--- src/rtl/opb_mcount_snapshot_ctrl.sv ---
// OPB slave that captures the 64-bit master counter into a coherent MSW/LSW snapshot
// on a sync pulse or a software force, and serves snapshot, control and status words.
module opb_mcount_snapshot_ctrl #(
   parameter logic [31:0] C_BASEADDR   = 32'h01094900,
   parameter logic [31:0] C_HIGHADDR   = 32'h010949FF,
   parameter int          C_OPB_AWIDTH = 32,
   parameter int          C_OPB_DWIDTH = 32
) (
   input  logic                        OPB_Clk,
   input  logic                        OPB_Rst,
   input  logic [0:C_OPB_AWIDTH-1]     OPB_ABus,
   input  logic [0:C_OPB_DWIDTH/8-1]   OPB_BE,
   input  logic [0:C_OPB_DWIDTH-1]     OPB_DBus,
   input  logic                        OPB_RNW,
   input  logic                        OPB_select,
   input  logic                        OPB_seqAddr,
   output logic [0:C_OPB_DWIDTH-1]     Sl_DBus,
   output logic                        Sl_xferAck,
   output logic                        Sl_errAck,
   output logic                        Sl_retry,
   output logic                        Sl_toutSup,
   input  logic [63:0]                 mcount,
   input  logic                        sync_in,
   output logic                        snap_valid
);

   typedef enum logic [1:0] {BUS_IDLE, BUS_ACK, BUS_HOLD} bus_state_t;
   typedef enum logic {CAP_DISARMED, CAP_ARMED} cap_state_t;

   bus_state_t  bus_state_reg;
   cap_state_t  cap_state_reg;

   logic [31:0] rdata_reg;
   logic [31:0] dbus_reg;
   logic        ack_reg;

   logic [31:0] msw_reg;
   logic [31:0] lsw_reg;
   logic        cont_reg;
   logic        valid_reg;
   logic        overrun_reg;
   logic        rd_flag_reg;
   logic [15:0] count_reg;

   // Positional assignment maps OPB bit 31 onto bit 0 of the little-endian view.
   logic [31:0] wdata;
   logic [1:0]  word_off;
   logic        in_range;
   logic        take;
   logic        ctrl_wr;
   logic        arm_wr;
   logic        force_wr;
   logic        clr_wr;
   logic        snap_rd;
   logic        sync_cap;
   logic        capture;
   logic [31:0] status_word;
   logic [31:0] rd_mux;

   assign wdata    = OPB_DBus;
   assign word_off = OPB_ABus[28:29];
   assign in_range = OPB_select && (OPB_ABus >= C_BASEADDR) && (OPB_ABus <= C_HIGHADDR);
   assign take     = (bus_state_reg == BUS_IDLE) && in_range;
   assign ctrl_wr  = take && !OPB_RNW && (word_off == 2'd2) && OPB_BE[3];
   assign arm_wr   = ctrl_wr && wdata[0];
   assign force_wr = ctrl_wr && wdata[1];
   assign clr_wr   = ctrl_wr && wdata[2];
   assign snap_rd  = take && OPB_RNW && !word_off[1];
   assign sync_cap = (cap_state_reg == CAP_ARMED) && sync_in;
   assign capture  = sync_cap || force_wr;

   assign status_word = {count_reg, 13'd0, overrun_reg, valid_reg, cap_state_reg == CAP_ARMED};

   always_comb begin
      rd_mux = 32'd0;
      case (word_off)
         2'd0:    rd_mux = msw_reg;
         2'd1:    rd_mux = lsw_reg;
         2'd2:    rd_mux = {28'd0, cont_reg, 3'd0};
         default: rd_mux = status_word;
      endcase
   end

   // Read data is latched on the accepting edge so a simultaneous capture is not seen.
   always_ff @(posedge OPB_Clk) begin
      if (OPB_Rst) begin
         bus_state_reg <= BUS_IDLE;
         rdata_reg     <= 32'd0;
         dbus_reg      <= 32'd0;
         ack_reg       <= 1'b0;
      end else begin
         ack_reg  <= 1'b0;
         dbus_reg <= 32'd0;
         case (bus_state_reg)
            BUS_IDLE: begin
               if (take) begin
                  bus_state_reg <= BUS_ACK;
                  rdata_reg     <= OPB_RNW ? rd_mux : 32'd0;
               end
            end
            BUS_ACK: begin
               ack_reg       <= 1'b1;
               dbus_reg      <= rdata_reg;
               bus_state_reg <= BUS_HOLD;
            end
            BUS_HOLD: begin
               if (!OPB_select) bus_state_reg <= BUS_IDLE;
            end
            default: bus_state_reg <= BUS_IDLE;
         endcase
      end
   end

   always_ff @(posedge OPB_Clk) begin
      if (OPB_Rst) begin
         cap_state_reg <= CAP_DISARMED;
         cont_reg      <= 1'b0;
         msw_reg       <= 32'd0;
         lsw_reg       <= 32'd0;
         valid_reg     <= 1'b0;
         overrun_reg   <= 1'b0;
         rd_flag_reg   <= 1'b0;
         count_reg     <= 16'd0;
      end else begin
         if (arm_wr)
            cap_state_reg <= CAP_ARMED;
         else if (sync_cap && !cont_reg)
            cap_state_reg <= CAP_DISARMED;

         if (ctrl_wr) cont_reg <= wdata[3];

         if (capture) begin
            msw_reg     <= mcount[63:32];
            lsw_reg     <= mcount[31:0];
            valid_reg   <= 1'b1;
            rd_flag_reg <= 1'b0;
            // A clear in the same cycle restarts the count from this capture.
            if (clr_wr) begin
               count_reg   <= 16'd1;
               overrun_reg <= 1'b0;
            end else begin
               if (count_reg != 16'hFFFF) count_reg <= count_reg + 16'd1;
               if (valid_reg && !(rd_flag_reg || snap_rd)) overrun_reg <= 1'b1;
            end
         end else begin
            if (snap_rd) rd_flag_reg <= 1'b1;
            if (clr_wr) begin
               count_reg   <= 16'd0;
               valid_reg   <= 1'b0;
               overrun_reg <= 1'b0;
            end
         end
      end
   end

   assign Sl_DBus    = dbus_reg;
   assign Sl_xferAck = ack_reg;
   assign Sl_errAck  = 1'b0;
   assign Sl_retry   = 1'b0;
   assign Sl_toutSup = 1'b0;
   assign snap_valid = valid_reg;

   logic unused_inputs;
   assign unused_inputs = ^{OPB_seqAddr, OPB_BE[0:2], wdata[31:4]};

endmodule

--- config.mk ---
export PLATFORM = sky130hd
export DESIGN_NAME = opb_mcount_snapshot_ctrl
export DESIGN_NICKNAME = d
export VERILOG_FILES = /design/src/rtl/opb_mcount_snapshot_ctrl.sv
export SDC_FILE = /design/constraint.sdc
export NUM_CORES = 1
export LEC_CHECK = 0
export BUFFER_PORTS_ARGS = -buffer_cell sky130_fd_sc_hd__buf_2
export CORE_MARGIN = 3
export CORE_UTILIZATION = 52
export CTS_CLUSTER_SIZE = 25
export DETAILED_ROUTE_END_ITERATION = 8
export HOLD_SLACK_MARGIN = 0.1
export PLACE_DENSITY = 0.8
export SETUP_SLACK_MARGIN = 0.3
export SLEW_MARGIN = 20
export SYNTH_ARGS = -nofsm -noshare
export SYNTH_HDL_FRONTEND = slang
export SYNTH_SLANG_ARGS = --single-unit
--- constraint.sdc ---
create_clock -name OPB_Clk -period 3.01 [get_ports OPB_Clk]
set_clock_uncertainty 0.05 [all_clocks]
set_input_delay 0 -clock OPB_Clk [delete_from_list [all_inputs] [get_ports OPB_Clk]]
set_output_delay 0 -clock OPB_Clk [all_outputs]
set_load 0.01 [all_outputs]
# Word-level counts from Yosys, hierarchy flattened
# Index checks and enable logic that the tools add are counted.
[op_classes]
order_cmp = 2
eq_ne = 7
n_addsub = 1
div = 0
n_mux = 17
shifts = 0
n_reduce_logical = 32
bitwise_logic = 1
multipliers = 0
[ops]
columns = ["cell", "n"]
rows = [
  ["case mux 32 bit (3 select lines)", 1],
  ["two-way mux 16 bit", 4],
  ["greater-or-equal comparator 32 x 25 -> 1 bit (second input constant)", 1],
  ["less-or-equal comparator 32 x 25 -> 1 bit (second input constant)", 1],
  ["two-way mux 32 bit", 1],
  ["adder 16 x 1 -> 16 bit (second input constant)", 1],
  ["inequality test 16 bit (second input constant)", 1],
  ["logical AND 1 bit", 14],
  ["two-way mux 1 bit", 8],
  ["AND reduction 2 bit", 4],
  ["nonzero test 2 bit", 4],
  ["case mux 2 bit (3 select lines)", 1],
  ["equality test 2 x 1 -> 1 bit (second input constant)", 2],
  ["equality test 2 bit (second input constant)", 2],
  ["logical NOT 1 bit", 4],
  ["logical NOT 2 bit", 2],
  ["two-way mux 2 bit", 2],
  ["inequality test 2 bit (second input constant)", 2],
  ["OR reduction 2 bit", 2],
  ["logical OR 1 bit", 2],
  ["NOT 1 bit", 1],
]
[word_totals]
out_inout_bits = 37
regBits = 152
romBits = 0
ramBits = 0
mem_count = 0
latch_bits = 0
inputBits = 138

# Depth between registers and ports, before layout
# Gate-level depths: netlist (run 1).
[logic_depth]
ltp_word = 12
depth_mapped = 10
ltp_nobuf = 7

# Worst setup path before layout (run 1)
# OpenSTA, ideal clock, no wires.
[synth_path]
kind = "register to register"
from = "register bus_state_reg[0]"
to = "register count_reg[9]"
period_less_slack_ns = 2.429
path_stages_with_launch = 8
slack_ns = 0.581
arrival_time_ns = 2.320
path_cell_list = "dfxtp_1 -> or2b_1 -> or4_4 -> a2111oi_4 -> o21ai_2 -> buf_6 -> or4_1 -> nand2_1"
[synth_between]
elab_chain_len = 9
elab_cells_between_ends = 13
classes_between = "2 x mux; 11 x reduce/logical"
[synth_rtl]
columns = ["element", "line_no", "source"]
rows = [
  ["start, declared", "30", "bus_state_t bus_state_reg;"],
  ["start signal, assigned", "87", "bus_state_reg <= BUS_IDLE;"],
  ["start signal, assigned", "97", "bus_state_reg <= BUS_ACK;"],
  ["start signal, assigned", "104", "bus_state_reg <= BUS_HOLD;"],
  ["logical NOT 2 bit (*)", "63", "assign take = (bus_state_reg == BUS_IDLE) && in_range;"],
  ["logical AND 1 bit (*)", "63", ""],
  ["logical AND 1 bit (*) (3 in series)", "64", "assign ctrl_wr = take && !OPB_RNW && (word_off == 2'd2) && OPB_BE[3];"],
  ["logical AND 1 bit", "66", "assign force_wr = ctrl_wr && wdata[1];"],
  ["logical OR 1 bit", "70", "assign capture = sync_cap || force_wr;"],
  ["nonzero test 2 bit (no source line)", "n/a", ""],
  ["AND reduction 2 bit (no source line)", "n/a", ""],
  ["end signal, assigned", "142", "if (count_reg != 16'hFFFF) count_reg <= count_reg + 16'd1;"],
  ["end, declared", "43", "logic [15:0] count_reg;"],
]
# Every way passes the cells marked *; elsewhere a longest branch is shown, timed or not.
# A chain may end at the register's enable or synchronous reset.

# Worst setup path in the final report (run 1)
[layout_path]
from = "register bus_state_reg[0]"
to = "register count_reg[2]"
# The elaborated chain is that of the path after synthesis.

==> impl_metrics.json, run 1 <==
{
  "status": "complete, no violations",
  "grt_antenna_before_repair": 1,
  "mappedNetlistArea_sq_um": 6110,
  "vias": 6072,
  "synth-edff-count": 0,
  "path_type_of_the_worst_setup_path": "reg -> reg",
  "grt_pass1_vias": 5723,
  "yosys_warnings": 0,
  "yosys.cell_count.top_type": "sky130_fd_sc_hd__nand2_1",
  "cts_num_sinks": 152,
  "critical_path.startpoint": "bus_state_reg[0]$_SDFFE_PP0P_",
  "finalCritPeriodShare": 0.875,
  "post_layout_instance_count_excluding_filler_cells": 1086,
  "post_synth_inst_count": 739,
  "vdd_drop_max_mv": 0.461,
  "cap_violations": 0,
  "routed_wl_mm": 18.3,
  "grt_use_total": 0.272,
  "hpwl_mm": 10.5,
  "yosysUniqueCellTypes": 47,
  "clock_pin_slew_reported_for_the_worst_setup_and_hold_paths_after_clock_tree_synthesis_ns": 0.06,
  "finalSetupTns_ns": 0,
  "drc": 0,
  "regToRegStartpoint": "bus_state_reg[0]$_SDFFE_PP0P_",
  "ys_seq_elements": 152,
  "htreeDepth": 4,
  "num_cts_buffers": 17,
  "worst_slew_margin_rel": 0.311,
  "die_height_um": 114,
  "report.final.slew_viol_count": 0,
  "rr_endpoint": "count_reg[2]$_SDFFE_PP0P_",
  "cp.required_ns": 3.28,
  "wire_per_inst_um": 16.8,
  "startpoint_type": "flop",
  "postSynth.asyncResetShare": 0,
  "post_detailed_route_count_of_antenna_violating_nets": 0,
  "min-delay-path-class": "in -> reg",
  "slew_at_the_pin_closest_to_its_max_slew_limit_ns": 1.03,
  "finalHoldWorstSlack_ns": 0.128,
  "final_net_count": 1071,
  "max_freq_mhz": 380,
  "layout-drive-gt1-share": 0.204,
  "grt_max_degree": 72,
  "cts_root_buf": "sky130_fd_sc_hd__clkbuf_16",
  "dr.first_iter.drc_count": 548,
  "clk_path_buf_depth": 2,
  "gp_congestion": 0.902,
  "cp-endpoint": "count_reg[2]$_SDFFE_PP0P_",
  "yosysSeqAreaShare": 0.498,
  "worst_skew_pair.late_latency_ns": 0.42,
  "setup_violations": 0,
  "synth_top_area_cell": "sky130_fd_sc_hd__dfxtp_1",
  "yosys-top-cells-count": "sky130_fd_sc_hd__nand2_1, sky130_fd_sc_hd__dfxtp_1, sky130_fd_sc_hd__a21oi_1, sky130_fd_sc_hd__clkbuf_1, sky130_fd_sc_hd__and2_1",
  "r2r_cells": 8,
  "initial_utilization": 0.547,
  "detailedRoute.firstPassIterationCount": 6,
  "crit_path_end_kind": "flop",
  "area_growth_from_synthesis_to_layout_pct": 35.6,
  "power_leakage_uw": 0.00321,
  "critPathArrivalTime_ns": 2.90,
  "layout.core_utilization": 0.742,
  "power.density_cell_area_nw_per_um2": 530,
  "rows": 38,
  "largest_driver_fanout_on_the_critical_path": 18,
  "finalHoldViolations": 0,
  "remaining_overflow_grt": 0,
  "worst-r2r-setup-slack_ns": 0.38,
  "grt_setup_unrepaired": "yes",
  "synth_top_area_share": 0.498,
  "post_cts_buffers": 0,
  "ios": 175,
  "wire_length_of_the_first_global_routing_pass_mm": 28.0,
  "finalPower_uw": 4390,
  "core_region_area_sq_um": 11200,
  "numPlacedInstances": 973,
  "tritoncts": "done",
  "viasPerCell": 5.59,
  "floorplan.die_area_sq_um": 13100,
  "yosys_most_used_dff": "sky130_fd_sc_hd__dfxtp_1",
  "port_buffers": 139,
  "post_synth_main_area_contributors": "sky130_fd_sc_hd__dfxtp_1, sky130_fd_sc_hd__nand2_1, sky130_fd_sc_hd__a21oi_1",
  "min_period_ns": 2.63,
  "die-width_um": 114,
  "syn_area_per_cell_sq_um": 8.27
}
## cell families (layout without fill, tap and decap cells)
| kind of cell | Yosys count | in the layout | share of synthesized area |
|---|---|---|---|
| AOI/OAI and AO/OA | 154 | 154 | 0.140 |
| xor gates and xnor gates | 7 | 7 | 0.0100 |
| adders and majority gates | 1 | 1 | 0.00205 |
| buffers and inverters | 61 | 265 | 0.0436 |
| DFF | 152 | 152 | 0.498 |
| muxes | 33 | 33 | 0.0540 |
| other | 1 | 4 | 0.000613 |
| and+or+nand+nor | 330 | 330 | 0.252 |
## report_power, final
group | leakage (uW) | switching, uW | internal [uW]
Sequential | 0.00122 | 0.000000857 | 2010
Combinational | 0.00170 | 111 | 132
Clock | 0.000292 | 826 | 1310
Total | 0.00321 | 937 | 3450
## layout by cell type, fill, tap and decap left out, types with 7 or more instances in the layout
master | Yosys | final
sky130_fd_sc_hd__nand2_1 | 191 | 190
sky130_fd_sc_hd__nor2_1 | 15 | 14
sky130_fd_sc_hd__buf_4 | 5 | 8
sky130_fd_sc_hd__o2111ai_1 | 7 | 7
sky130_fd_sc_hd__clkbuf_16 | 0 | 19
sky130_fd_sc_hd__mux2i_1 | 33 | 33
sky130_fd_sc_hd__and2_1 | 37 | 36
sky130_fd_sc_hd__a21oi_1 | 107 | 107
sky130_fd_sc_hd__nand4_1 | 10 | 10
sky130_fd_sc_hd__dlygate4sd3_1 | 0 | 78
sky130_fd_sc_hd__nand3_1 | 30 | 30
sky130_fd_sc_hd__dfxtp_1 | 152 | 152
sky130_fd_sc_hd__o21ai_0 | 25 | 25
sky130_fd_sc_hd__or3_1 | 14 | 14
sky130_fd_sc_hd__buf_2 | 9 | 139
## worst max-delay path: stages, from the launching register on
cell	delay, ns
sky130_fd_sc_hd__dfxtp_1	0.32
sky130_fd_sc_hd__or2b_1	0.23
sky130_fd_sc_hd__or4_4	0.53
sky130_fd_sc_hd__a2111oi_4	0.44
sky130_fd_sc_hd__buf_6	0.20
sky130_fd_sc_hd__or2_2	0.24
sky130_fd_sc_hd__buf_12	0.20
sky130_fd_sc_hd__a21oi_1	0.08
sky130_fd_sc_hd__nor3_1	0.25
## layout make-up
class | count | area [sq um]
Sequential cell | 152 | 3040
Inverter | 4 | 15.0
Clock buffer | 22 | 484
Tap cell | 140 | 175
Multi-Input combinational cell | 528 | 2840
Fill cell | 734 | 2880
Timing Repair Buffer | 229 | 1620
Clock inverter | 10 | 116
Antenna cell | 1 | 2.50
## per-layer routing
layer  GRT usage  share of wire
met1       0.325           0.40
met2       0.447           0.48
met3      0.0714          0.077
met4       0.141          0.045
met5           0              0
## per-stage QoR
step,setup WS [ns],cell area [sq um]
2_1_floorplan,0.581,6120
3_3_place_gp,0.396,6840
3_5_place_dp,0.319,6840
4_1_cts,0.323,8220
5_1_grt,0.262,8290
6_report,0.377,8290
## repair_timing
item                                    4_1_cts  5_1_grt
endpoints found under the setup margin        0       85
endpoints found under the hold margin        89        0
resized for setup                             0        5
hold buffers                                 78        0
## worst min-delay path by stage
stage | startpoint | endpoint | slack, ns | cells past startpoint
global placement | mcount[60] | msw_reg[28]$_SDFFE_PP0P_ | 0.20 | 3
CTS | OPB_ABus[14] | bus_state_reg[0]$_SDFFE_PP0P_ | 0.11 | 6
floorplan | mcount[0] | lsw_reg[0]$_SDFFE_PP0P_ | 0.09 | 2
detailed placement | mcount[24] | lsw_reg[24]$_SDFFE_PP0P_ | 0.20 | 3
global route | OPB_ABus[29] | cap_state_reg$_SDFFE_PP0P_ | 0.14 | 4
finish | OPB_ABus[0] | count_reg[0]$_SDFFE_PP0P_ | 0.13 | 6
(Power assumes the default switching activity.)
==> run 2: changes to the inputs <==
--- a/config.mk
+++ b/config.mk
@@ -6,12 +6,14 @@
 export NUM_CORES = 1
 export LEC_CHECK = 0
 export BUFFER_PORTS_ARGS = -buffer_cell sky130_fd_sc_hd__buf_2
+export CELL_PAD_IN_SITES_DETAIL_PLACEMENT = 0
+export CELL_PAD_IN_SITES_GLOBAL_PLACEMENT = 1
 export CORE_MARGIN = 3
-export CORE_UTILIZATION = 52
+export CORE_UTILIZATION = 38
 export CTS_CLUSTER_SIZE = 25
 export DETAILED_ROUTE_END_ITERATION = 8
 export HOLD_SLACK_MARGIN = 0.1
-export PLACE_DENSITY = 0.8
+export PLACE_DENSITY_LB_ADDON = 0.1
 export SETUP_SLACK_MARGIN = 0.3
 export SLEW_MARGIN = 20
 export SYNTH_ARGS = -nofsm -noshare
==> impl_metrics.json, run 2 (synthesis gave the netlist of run 1 again) <==
{
  "setup_violations": 0,
  "cts_root_buf": "sky130_fd_sc_hd__clkbuf_16",
  "min-delay-path-class": "in -> reg",
  "cts_num_sinks": 152,
  "tritoncts": "done",
  "floorplan.die_area_sq_um": 17600,
  "cp.required_ns": 3.30,
  "net-switching-power_uw": 939,
  "critPathMaxStageDelay_ns": 0.52,
  "core_region_area_sq_um": 15500,
  "largest_driver_fanout_on_the_critical_path": 22,
  "routed_wl_mm": 16.1,
  "report.final.slew_viol_count": 0,
  "grt_setup_unrepaired": "yes",
  "clockPowerShare": 0.481,
  "htreeDepth": 4,
  "worst_skew_pair.late_latency_ns": 0.42,
  "clock_pin_slew_reported_for_the_worst_setup_and_hold_paths_after_clock_tree_synthesis_ns": 0.06,
  "clk_path_buf_depth": 2,
  "power_frac_seq": 0.465,
  "mostFrequentLayoutCells": "sky130_fd_sc_hd__nand2_1, sky130_fd_sc_hd__dfxtp_1, sky130_fd_sc_hd__buf_2, sky130_fd_sc_hd__a21oi_1, sky130_fd_sc_hd__dlygate4sd3_1",
  "area_growth_from_synthesis_to_layout_pct": 36.9,
  "crit_path_end_kind": "flop",
  "slew_at_the_pin_closest_to_its_max_slew_limit_ns": 0.638,
  "wire_per_inst_um": 13.9,
  "ios": 175,
  "rows": 45,
  "power.density_cell_area_nw_per_um2": 517,
  "grt_pass1_vias": 5267,
  "remaining_overflow_grt": 0,
  "viasPerCell": 4.82,
  "num_cts_buffers": 17,
  "drc": 0,
  "grt_antenna_before_repair": 0,
  "detailedRoute.firstPassIterationCount": 5,
  "critical-path-slowest-cell": "sky130_fd_sc_hd__or4_4",
  "port_buffers": 139,
  "hpwl_mm": 11.2,
  "cell_internal_pwr_uw": 3390,
  "worst_slew_margin_rel": 0.569,
  "final_net_count": 1073,
  "initial_utilization": 0.395,
  "grt_use_total": 0.183,
  "finalSetupTns_ns": 0,
  "die-width_um": 133,
  "die_height_um": 133,
  "wire_length_of_the_first_global_routing_pass_mm": 25.8,
  "critical_path_buf_inv_count": 0,
  "post_cts_buffers": 0,
  "dr.first_iter.drc_count": 328,
  "power_leakage_uw": 0.00321,
  "cap_violations": 0,
  "comb_power_share": 0.054,
  "layout.cells.most_common": "sky130_fd_sc_hd__nand2_1",
  "cp_cell_sequence": "or2b_1 -> or4_4 -> a211oi_1 -> nand2_2 -> or3_1 -> a21oi_1",
  "grt_max_degree": 67,
  "gp_congestion": 0.830,
  "vias": 5583,
  "min_period_ns": 2.54,
  "startpoint_type": "flop",
  "finalPower_uw": 4330,
  "post_detailed_route_count_of_antenna_violating_nets": 0,
  "antenna-diode-count": 0,
  "critPathTopFamily": "simple AND/OR/NAND/NOR gates",
  "critPathArrivalTime_ns": 2.83,
  "max_freq_mhz": 394,
  "vdd_drop_max_mv": 0.409,
  "status": "complete, no violations",
  "numPlacedInstances": 1046,
  "finalCritPeriodShare": 0.843,
  "switch_share": 0.217,
  "post_layout_instance_count_excluding_filler_cells": 1158,
  "path_type_of_the_worst_setup_path": "reg -> reg",
  "layout-drive-gt1-share": 0.204,
  "finalHoldViolations": 0
}
==> run 2: changes by cell type in the layout (fill, tap and decap cells not counted), sizes merged <==
cell / delta
clkinv: +2
inv: +1
diode: -1
buf: +2
dlygate4sd3: +2
clkbuf: -6
clkinvlp: +1
==> run 2: worst reg2reg max path: cells and delay by family, from the launching register on <==
kind / cells / cell delay (ns)
simple gates: 4 / 1.54
compound gates: 2 / 0.56
flops: 1 / 0.32
==> run 2: repair_timing <==
action / 4_1_cts / 5_1_grt
gates cloned: 0 / 0
resized for setup: 1 / 2
endpoints found under the setup margin: 5 / 26
hold buffers: 80 / 0
hold endpoints to repair: 91 / 0
==> run 2: layer usage <==
| metal | routed length [um] | vias to the layer above | global-route usage |
|---|---|---|---|
| li1 | - | 2896 | - |
| met5 | 0 | - | 0 |
| met4 | 271 | 0 | 0.0670 |
| met2 | 7160 | 143 | 0.282 |
| met3 | 761 | 25 | 0.0384 |
| met1 | 7920 | 2519 | 0.253 |
==> run 2: path summary, 6_finish.rpt <==
| kind | from | endpoint | slack, ns | cells after the start |
|---|---|---|---|---|
| worst max-delay path | bus_state_reg[0]$_SDFFE_PP0P_ | rdata_reg[11]$_SDFFE_PP0P_ | 0.47 | 6 |
| worst min-delay path | OPB_ABus[0] | count_reg[0]$_SDFFE_PP0P_ | 0.13 | 6 |
| worst max register to register | bus_state_reg[0]$_SDFFE_PP0P_ | rdata_reg[11]$_SDFFE_PP0P_ | 0.47 | 6 |
| worst min register to register | rdata_reg[1]$_SDFFE_PP0P_ | rdata_reg[1]$_SDFFE_PP0P_ | 0.40 | 2 |
==> run 2: through the flow <==
| stage | utilization | hold WS [ns] | cell area (sq um) | setup WS, ns |
|---|---|---|---|---|
| 2_1_floorplan | - | 0.0905 | 6120 | 0.581 |
| 3_3_place_gp | 0.450 | 0.192 | 6970 | 0.351 |
| 3_5_place_dp | 0.450 | 0.188 | 6970 | 0.321 |
| 4_1_cts | 0.540 | 0.103 | 8360 | 0.375 |
| 5_1_grt | 0.540 | 0.144 | 8370 | 0.292 |
| 6_report | 0.540 | 0.126 | 8370 | 0.472 |
==> run 2: power by group through the flow <==
stage	registers, uW	logic, uW	clock network [uW]
floorplan	2060	71.1	0
global placement	2060	156	0
detailed placement	2060	157	0
CTS	2010	233	2140
global route	2010	255	2220
finish	2010	234	2080
==> run 2: area by class of cell <==
type | instances | area, sq um
clock buffer | 18 | 439
sequential | 152 | 3040
fill | 1491 | 7120
inverter | 4 | 15.0
clock inverter | 14 | 150
timing repair buffer | 231 | 1630
tap | 211 | 264
multi-input combinational | 528 | 2830
